## config.mk

```make
export PLATFORM = sky130hd
export DESIGN_NAME = adder_result_buffer
export DESIGN_NICKNAME = d
export VERILOG_FILES = /design/src/rtl/adder_pkg.sv /design/src/rtl/adder_resbuf_fifo.sv /design/src/rtl/adder_result_buffer.sv
export SDC_FILE = /design/constraint.sdc
export NUM_CORES = 1
export LEC_CHECK = 0
export CORE_MARGIN = 5
export CORE_UTILIZATION = 45
export CTS_CLUSTER_DIAMETER = 120
export CTS_CLUSTER_SIZE = 16
export DETAILED_ROUTE_END_ITERATION = 10
export HOLD_SLACK_MARGIN = 0.02
export PLACE_DENSITY_LB_ADDON = 0.08
export SYNTH_ARGS = -nofsm -noshare
export SYNTH_HDL_FRONTEND = slang
export SYNTH_SLANG_ARGS = --single-unit
```

## constraint.sdc

```tcl
create_clock -name clk -period 9.3 [get_ports clk]
set_input_delay 2.325 -clock clk [delete_from_list [all_inputs] [get_ports clk]]
set_output_delay 2.325 -clock clk [all_outputs]
set_load 0.01 [all_outputs]
```

## src/rtl/adder_pkg.sv

```systemverilog
// Shared types and widths for the adder IP and its downstream stages.
package adder_pkg;

  localparam int ADDER_DW   = 32;
  localparam int DROP_CNT_W = 16;
  localparam int TAG_W      = 8;

  typedef struct packed {
    logic                carry;
    logic [ADDER_DW-1:0] sum;
  } adder_result_t;

endpackage

```

## src/rtl/adder_resbuf_fifo.sv

```systemverilog
// Generic synchronous FIFO: pointers, storage and occupancy count with push/pop.
// The head entry is read straight from storage, so it holds still until popped.
module adder_resbuf_fifo #(
  parameter  int WIDTH = 33,
  parameter  int DEPTH = 8,
  localparam int PTR_W = $clog2(DEPTH),
  localparam int CNT_W = $clog2(DEPTH) + 1
) (
  input  logic             clk,
  input  logic             rst,
  input  logic             push_i,
  input  logic             pop_i,
  input  logic [WIDTH-1:0] wdata_i,
  output logic [WIDTH-1:0] rdata_o,
  output logic             full_o,
  output logic             empty_o,
  output logic [CNT_W-1:0] count_o,
  output logic [CNT_W-1:0] count_d_o
);

  logic [WIDTH-1:0] mem_q [DEPTH];
  logic [PTR_W-1:0] wr_ptr_q, wr_ptr_d;
  logic [PTR_W-1:0] rd_ptr_q, rd_ptr_d;
  logic [CNT_W-1:0] count_q, count_d;

  always_comb begin
    wr_ptr_d = wr_ptr_q;
    rd_ptr_d = rd_ptr_q;
    count_d  = count_q;
    if (push_i) wr_ptr_d = wr_ptr_q + 1'b1;
    if (pop_i)  rd_ptr_d = rd_ptr_q + 1'b1;
    case ({push_i, pop_i})
      2'b10:   count_d = count_q + 1'b1;
      2'b01:   count_d = count_q - 1'b1;
      default: count_d = count_q;
    endcase
  end

  always_ff @(posedge clk) begin
    if (rst) begin
      wr_ptr_q <= '0;
      rd_ptr_q <= '0;
      count_q  <= '0;
    end else begin
      wr_ptr_q <= wr_ptr_d;
      rd_ptr_q <= rd_ptr_d;
      count_q  <= count_d;
    end
  end

  // Storage needs no reset; occupancy alone decides what is valid.
  always_ff @(posedge clk) begin
    if (push_i) mem_q[wr_ptr_q] <= wdata_i;
  end

  assign rdata_o   = mem_q[rd_ptr_q];
  assign full_o    = (count_q == CNT_W'(DEPTH));
  assign empty_o   = (count_q == '0);
  assign count_o   = count_q;
  assign count_d_o = count_d;

endmodule

```

## src/rtl/adder_result_buffer.sv

```systemverilog
// Buffers adder results (no backpressure upstream) and re-issues them on a valid/ready stream.
// Define ADDER_RESBUF_TAG_EN to add an 8-bit sequence tag (out_tag) per accepted result.
module adder_result_buffer
  import adder_pkg::*;
#(
  parameter  int DATA_WIDTH = ADDER_DW,
  parameter  int DEPTH      = 8,
  parameter  int AF_THRESH  = 2,
  localparam int CNT_W      = $clog2(DEPTH) + 1
) (
  input  logic                  clk,
  input  logic                  rst,
  input  logic                  in_valid,
  input  logic [DATA_WIDTH-1:0] in_sum,
  input  logic                  in_carry,
  output logic                  out_valid,
  input  logic                  out_ready,
  output logic [DATA_WIDTH-1:0] out_sum,
  output logic                  out_carry,
`ifdef ADDER_RESBUF_TAG_EN
  output logic [TAG_W-1:0]      out_tag,
`endif
  output logic                  almost_full,
  output logic                  overflow,
  output logic [DROP_CNT_W-1:0] drop_cnt,
  output logic [CNT_W-1:0]      count
);

`ifdef ADDER_RESBUF_TAG_EN
  localparam int EW = TAG_W + 1 + DATA_WIDTH;
`else
  localparam int EW = 1 + DATA_WIDTH;
`endif
  localparam logic [CNT_W-1:0] AF_LEVEL = CNT_W'(DEPTH - AF_THRESH);

  logic             push, pop, drop, full, empty;
  logic [EW-1:0]    wdata, rdata;
  logic [CNT_W-1:0] count_d;

  logic                  out_valid_q, out_valid_d;
  logic                  af_q, af_d;
  logic                  overflow_q, overflow_d;
  logic [DROP_CNT_W-1:0] drop_cnt_q, drop_cnt_d;

  // A full FIFO still accepts a write when the head leaves in the same cycle.
  assign pop  = out_valid_q && out_ready;
  assign push = in_valid && (!full || pop);
  assign drop = in_valid && full && !pop;

`ifdef ADDER_RESBUF_TAG_EN
  logic [TAG_W-1:0] tag_q, tag_d;

  assign tag_d   = push ? tag_q + 1'b1 : tag_q;
  assign wdata   = {tag_q, in_carry, in_sum};
  assign out_tag = rdata[EW-1 -: TAG_W];

  always_ff @(posedge clk) begin
    if (rst) tag_q <= '0;
    else     tag_q <= tag_d;
  end
`else
  assign wdata = {in_carry, in_sum};
`endif

  adder_resbuf_fifo #(
    .WIDTH (EW),
    .DEPTH (DEPTH)
  ) u_fifo (
    .clk       (clk),
    .rst       (rst),
    .push_i    (push),
    .pop_i     (pop),
    .wdata_i   (wdata),
    .rdata_o   (rdata),
    .full_o    (full),
    .empty_o   (empty),
    .count_o   (count),
    .count_d_o (count_d)
  );

  always_comb begin
    out_valid_d = (count_d != '0);
    af_d        = (count_d >= AF_LEVEL);
    overflow_d  = overflow_q || drop;
    drop_cnt_d  = drop_cnt_q;
    if (drop && (drop_cnt_q != '1)) drop_cnt_d = drop_cnt_q + 1'b1;
  end

  always_ff @(posedge clk) begin
    if (rst) begin
      out_valid_q <= 1'b0;
      af_q        <= 1'b0;
      overflow_q  <= 1'b0;
      drop_cnt_q  <= '0;
    end else begin
      out_valid_q <= out_valid_d;
      af_q        <= af_d;
      overflow_q  <= overflow_d;
      drop_cnt_q  <= drop_cnt_d;
    end
  end

  assign out_valid   = out_valid_q;
  assign out_sum     = rdata[DATA_WIDTH-1:0];
  assign out_carry   = rdata[DATA_WIDTH];
  assign almost_full = af_q;
  assign overflow    = overflow_q;
  assign drop_cnt    = drop_cnt_q;

  logic unused_empty;
  assign unused_empty = empty;

endmodule

```

# Word-level counts from Yosys, hierarchy flattened
# Memory sizes are Yosys's and may differ from the RTL's. A register that Yosys moved wholly into a read port is not among the register bits.
# Index checks and enable logic that the tools add are counted.
# op_classes
add_sub_neg	5
n_mul	0
n_div	0
magnitude_cmp	1
n_eq_ne	4
n_shift	0
n_mux	5
bitwise	0
n_reduce_logical	10
# ops
cell	n
adder 16 x 1 -> 16 bit, second input constant	1
!= test 16 bit, second input constant	1
case mux 4 bit (2 select lines)	1
adder 3 x 1 -> 3 bit, second input constant	2
two-way mux 3 bit	2
logical AND 1 bit	5
adder 4 x 1 -> 4 bit, second input constant	1
equality test 4 bit, second input constant	1
>= comparator 4 x 3 -> 1 bit, second input constant	1
nonzero test 4 bit	1
subtractor 4 x 1 -> 4 bit, second input constant	1
equality test 2 x 1 -> 1 bit, second input constant	1
equality test 2 bit, second input constant	1
logical NOT 1 bit	2
logical OR 1 bit	2
two-way mux 1 bit	2
# word_totals
register_bits	29
latch_bits	0
ram_bits	264
mem_bits_ro	0
in_bits	37
output_inout_bits	56
elab_cells	33
n_memories	1
# mem_list
memory	depth	width	rd	rd_ports_with_merged_regs	wr	line	source
u_fifo.mem_q	8	33	1	1	1	adder_resbuf_fifo.sv:21	logic [WIDTH-1:0] mem_q [DEPTH];

# Longest topological paths before layout
# logic_depth
word_depth	7
mapped_depth	11
ltp_nobuf	9

# By module
# From an unflattened synthesis, not the netlist that was laid out.
# hier_totals
hier_cells	567
area_unflattened_um2	11563.6
# by_module_without_submodules
mod	n_inst	cells_per_inst	area_each_um2	seq_area_each_um2
adder_resbuf_fifo	1	455	10602.7	8187.9
adder_result_buffer	1	112	960.9	380.4

# Worst setup path before layout
# Ideal clock, no wire load.
# synth_timing
path_kind	input to register
start	input port out_ready
end	memory u_fifo.mem_q[1][0], enable pin
t_arrival_ps	6190
setup_slack_ps	2592
path_stages	3
path_buffers	0
cell_sequence	a21bo_2 -> o21ai_1 -> nor4b_1
# synth_between
elab_chain_len	5
# synth_rtl
item	line	source
start: declaration	adder_result_buffer.sv:17	input logic out_ready,
logical AND 1 bit	adder_result_buffer.sv:46	assign pop = out_valid_q && out_ready;
logical OR 1 bit	adder_result_buffer.sv:47	assign push = in_valid && (!full || pop);
logical AND 1 bit	adder_result_buffer.sv:47	
two-way mux 1 bit	adder_resbuf_fifo.sv:53	if (push_i) mem_q[wr_ptr_q] <= wdata_i;
two-way mux 1 bit (implied by the code)	adder_resbuf_fifo.sv:53	
end: declaration	adder_resbuf_fifo.sv:21	
# Every way passes these cells.

==> flow_summary.yaml <==
synth:
  yosys.area.top_type: "edfxtp_1"
  ys_async_sr_fraction_pct: 0
  avgSynthCellArea_sq_um: 20.2
  yosys.area.top_type_share_pct: 68.7
  yosysWarnings: 0
  ys_seq_elements: 296
  synth_xor_area_share_pct: 0.727
  synth.area.top_cells: "edfxtp_1 69%, mux4_2 13%, dfxtp_1 5.6%, mux2_2 3.7%, ha_1 0.65%"
  synth_area_sq_um: 11500
  synth_cells: 570
  syn-num-nets: 613
  synth_top_family_by_area: "multiplexers"
  synthMuxAreaShare_pct: 16.9
  yosysSeqAreaShare_pct: 74.3
  synth.distinct_cells: 48
  synthSimpleGateAreaFrac_pct: 4.20
  synth_compound_gate_area_share_pct: 1.96
  synthAdderAreaFrac_pct: 0.651
  ys_dominant_reg_cell: "edfxtp_1"
  synth_edf_count: 264
clock_network:
  cts_root_buf: "clkbuf_16"
  cts_made_buffers: 22
  cts_buffer_depth: 3
  cts_tree: "yes"
  cts-hold-fix-buffers: 0
  clock_sink_count: 296
  cts_setup_buffers: 0
  cts_htree_levels: 1
  clkLatencyLatePin_ns: 0.50
  post_cts_resized: 0
  path_clk_slew_ns: 0.07
die:
  die_h_um: 170
  start_util_pct: 45.8
  io_pins: 93
  rows: 58
  fp.dieW_um: 170
  die-area_sq_um: 28900
  core_sq_um: 25200
global_routing:
  grt-busiest-layer: "met2"
  grtUsageTotal_pct: 15.7
  antenna_found_initial: 0
  grt_max_degree: 67
  met3_usage_pct: 3.00
  grt.met2_usage_pct: 25.0
  grt_pass1_vias: 6026
  grt-ovfl-total: 0
  grt_pass1_wl_um: 35000
  use_met1_pct: 22.8
routing:
  post_drt_wl_per_cell_um: 22.1
  drcViolationCount: 0
  ant_nets: 0
  num_vias: 5673
  first_pass_iters: 4
  vias_per_cell: 5.58
  finalWirelength_um: 22500
  dr.first_iter.drc_count: 405
setup_path:
  regToRegStartpoint: "u_fifo.count_o[1]"
  worst-setup-path-type: "flop to primary output"
  reg2reg_to: "almost_full"
  r2r_setup_slack_ns: 6.00
  worstSetupStartpointType: "flop"
  r2r_cells: 9
  required_ns: 6.98
  cp-end-kind: "primary output"
  cp_max_fo: 52
  cp.arrival_ns: 3.38
min_path:
  holdPathStages: 2
  hold_path_class: "flop to flop"
  worstHoldStart: "u_fifo.rd_ptr_q[1]"
timing:
  tightest_slew_ns: 1.06
  max_freq_mhz: 175
  setup_tns_ns: 0
  rsz0062_at_grt: "no"
  finalSetupViolations: 0
  fin_crit_sh_pct: 61.4
  hold_viol: 0
  finalClockSkew_ns: 0.0140
  slew_violations: 0
  fin_crit_ns: 5.71
  slew_headroom_pct: 29.1
finish:
  diodes: 0
  nets: 714
  drive_gt1_share_pct: 22.4
  syn_to_final_growth_pct: 17.4
  fillCellCount: 2002
  multi_input_area_sq_um: 2870
  fin_area_sq_um: 13500
  register_area_sq_um: 8580
pwr:
  pwr-share-seq_pct: 53.0
  swShare_pct: 23.3
  p_int_w: 0.00228
  power_frac_clock_pct: 29.6
  p_comb_share_pct: 17.4
  peakVddDrop_uv: 120
  powerDensity_nw_per_um2: 219
  leakagePower_nw: 4.21
  switchingPower_w: 0.000692
placement:
  placed_area_sq_um: 12900
  port_buffers: 92
  place.gp.congestion: 0.821
  hpwl_um: 12200
outcome:
  outcome: "finished clean"
run:
  cap_violations: 0
cell type report:
cell class | count | area share, %
Sequential cell | 296 | 63.3
Multi-Input combinational cell | 239 | 21.2
Clock buffer | 39 | 4.69
Tap cell | 330 | 3.05
Inverter | 8 | 0.222
Timing Repair Buffer | 104 | 7.46
Clock inverter | 1 | 0.0647
metrics by stage:
step / total power [W] / hold slack, ns / setup WS [ns] / utilization, % / std cells
2_1_floorplan: 0.00192 / 0.454 / 2.59 / - / 570
3_3_place_gp: 0.00213 / 0.458 / 4.01 / 51.2 / 977
3_5_place_dp: 0.00213 / 0.471 / 3.82 / 51.2 / 977
4_1_cts: 0.00302 / 0.481 / 3.46 / 53.8 / 1017
5_1_grt: 0.00312 / 0.515 / 3.26 / 53.8 / 1017
6_report: 0.00297 / 0.478 / 3.59 / 53.8 / 1017
worst max-delay path by stage:
stage | startpoint | to | slack, ns | depth (start not counted)
after CTS | flop | out_sum[2] | 3.46 | 4
after global placement | out_ready | almost_full | 4.01 | 10
after floorplan | out_ready | u_fifo.mem_q[1][0] | 2.59 | 3
after global routing | flop | out_sum[4] | 3.26 | 4
after detailed placement | out_ready | almost_full | 3.82 | 10
final | flop | out_sum[2] | 3.59 | 4
state kept, by name (all words and copies together) (netlist names), named ones only:
register,cells
u_fifo.count_o,4
drop_cnt,16
almost_full,1
out_valid,1
overflow,1
u_fifo.wr_ptr_q,3
u_fifo.rd_ptr_q,3
u_fifo.mem_q,264
Yosys cell counts (all sizes together), types with 2 or more instances:
library cell	instances
nor3	6
mux2	38
nand3	5
nand4b	2
inv	8
dfxtp	32
nand2	13
o41ai	3
and3	5
o211ai	2
mux2i	4
mux4	66
buf	13
nor3b	2
a21oi	9
clkbuf	14
nand3b	2
nor4b	3
nor2	19
o21ai	2
and4	4
o31ai	2
o311ai	2
nand4	7
edfxtp	264
ha	6
or4	4
xor2	7
or3	2
nor4	4
nor2b	6
cells in the final DEF, fill, tap and decap left out, drive strengths merged, types with 2 or more instances in the layout:
cell type      netlist  final
edfxtp             264    264
clkdlybuf4s50        0     92
mux4                66     66
clkbuf              14     39
mux2                38     38
dfxtp               32     32
nor2                19     19
nand2               13     13
buf                 13     12
a21oi                9      9
inv                  8      9
xor2                 7      7
nand4                7      7
nor2b                6      6
ha                   6      6
nor3                 6      6
and3                 5      5
nand3                5      5
mux2i                4      4
and4                 4      4
or4                  4      4
nor4                 4      4
o41ai                3      3
nor4b                3      3
or3                  2      2
o211ai               2      2
nor3b                2      2
o311ai               2      2
o31ai                2      2
nand4b               2      2
nand3b               2      2
o21ai                2      2
power by group through the flow:
stage	Combinational (W)	Sequential [W]	Clock (W)
detailed placement	0.000530	0.00160	0
global route	0.000562	0.00158	0.000974
CTS	0.000532	0.00158	0.000913
finish	0.000517	0.00157	0.000881
floorplan	0.000335	0.00158	0
global placement	0.000526	0.00160	0
kinds of logic after synthesis:
family	count (synthesis)
adder cells (fa/ha/maj)	6
flip-flops	296
XOR/XNOR	8
buffers and inverters	35
AND/OR/NAND/NOR	86
multiplexers	108
AO/OA/AOI/OAI	31
worst max-delay path, cell delays in order (launching register included):
cell,delay (ns)
dfxtp_4,0.55
buf_4,0.87
mux4_2,0.61
mux2_2,0.27
clkdlybuf4s50_1,0.53
metal layers:
layer	up-vias	wire, um
li1	2559	-
met5	-	0
met1	2959	9960
met3	25	1150
met2	130	11000
met4	0	372
(Power assumes the default switching activity.)
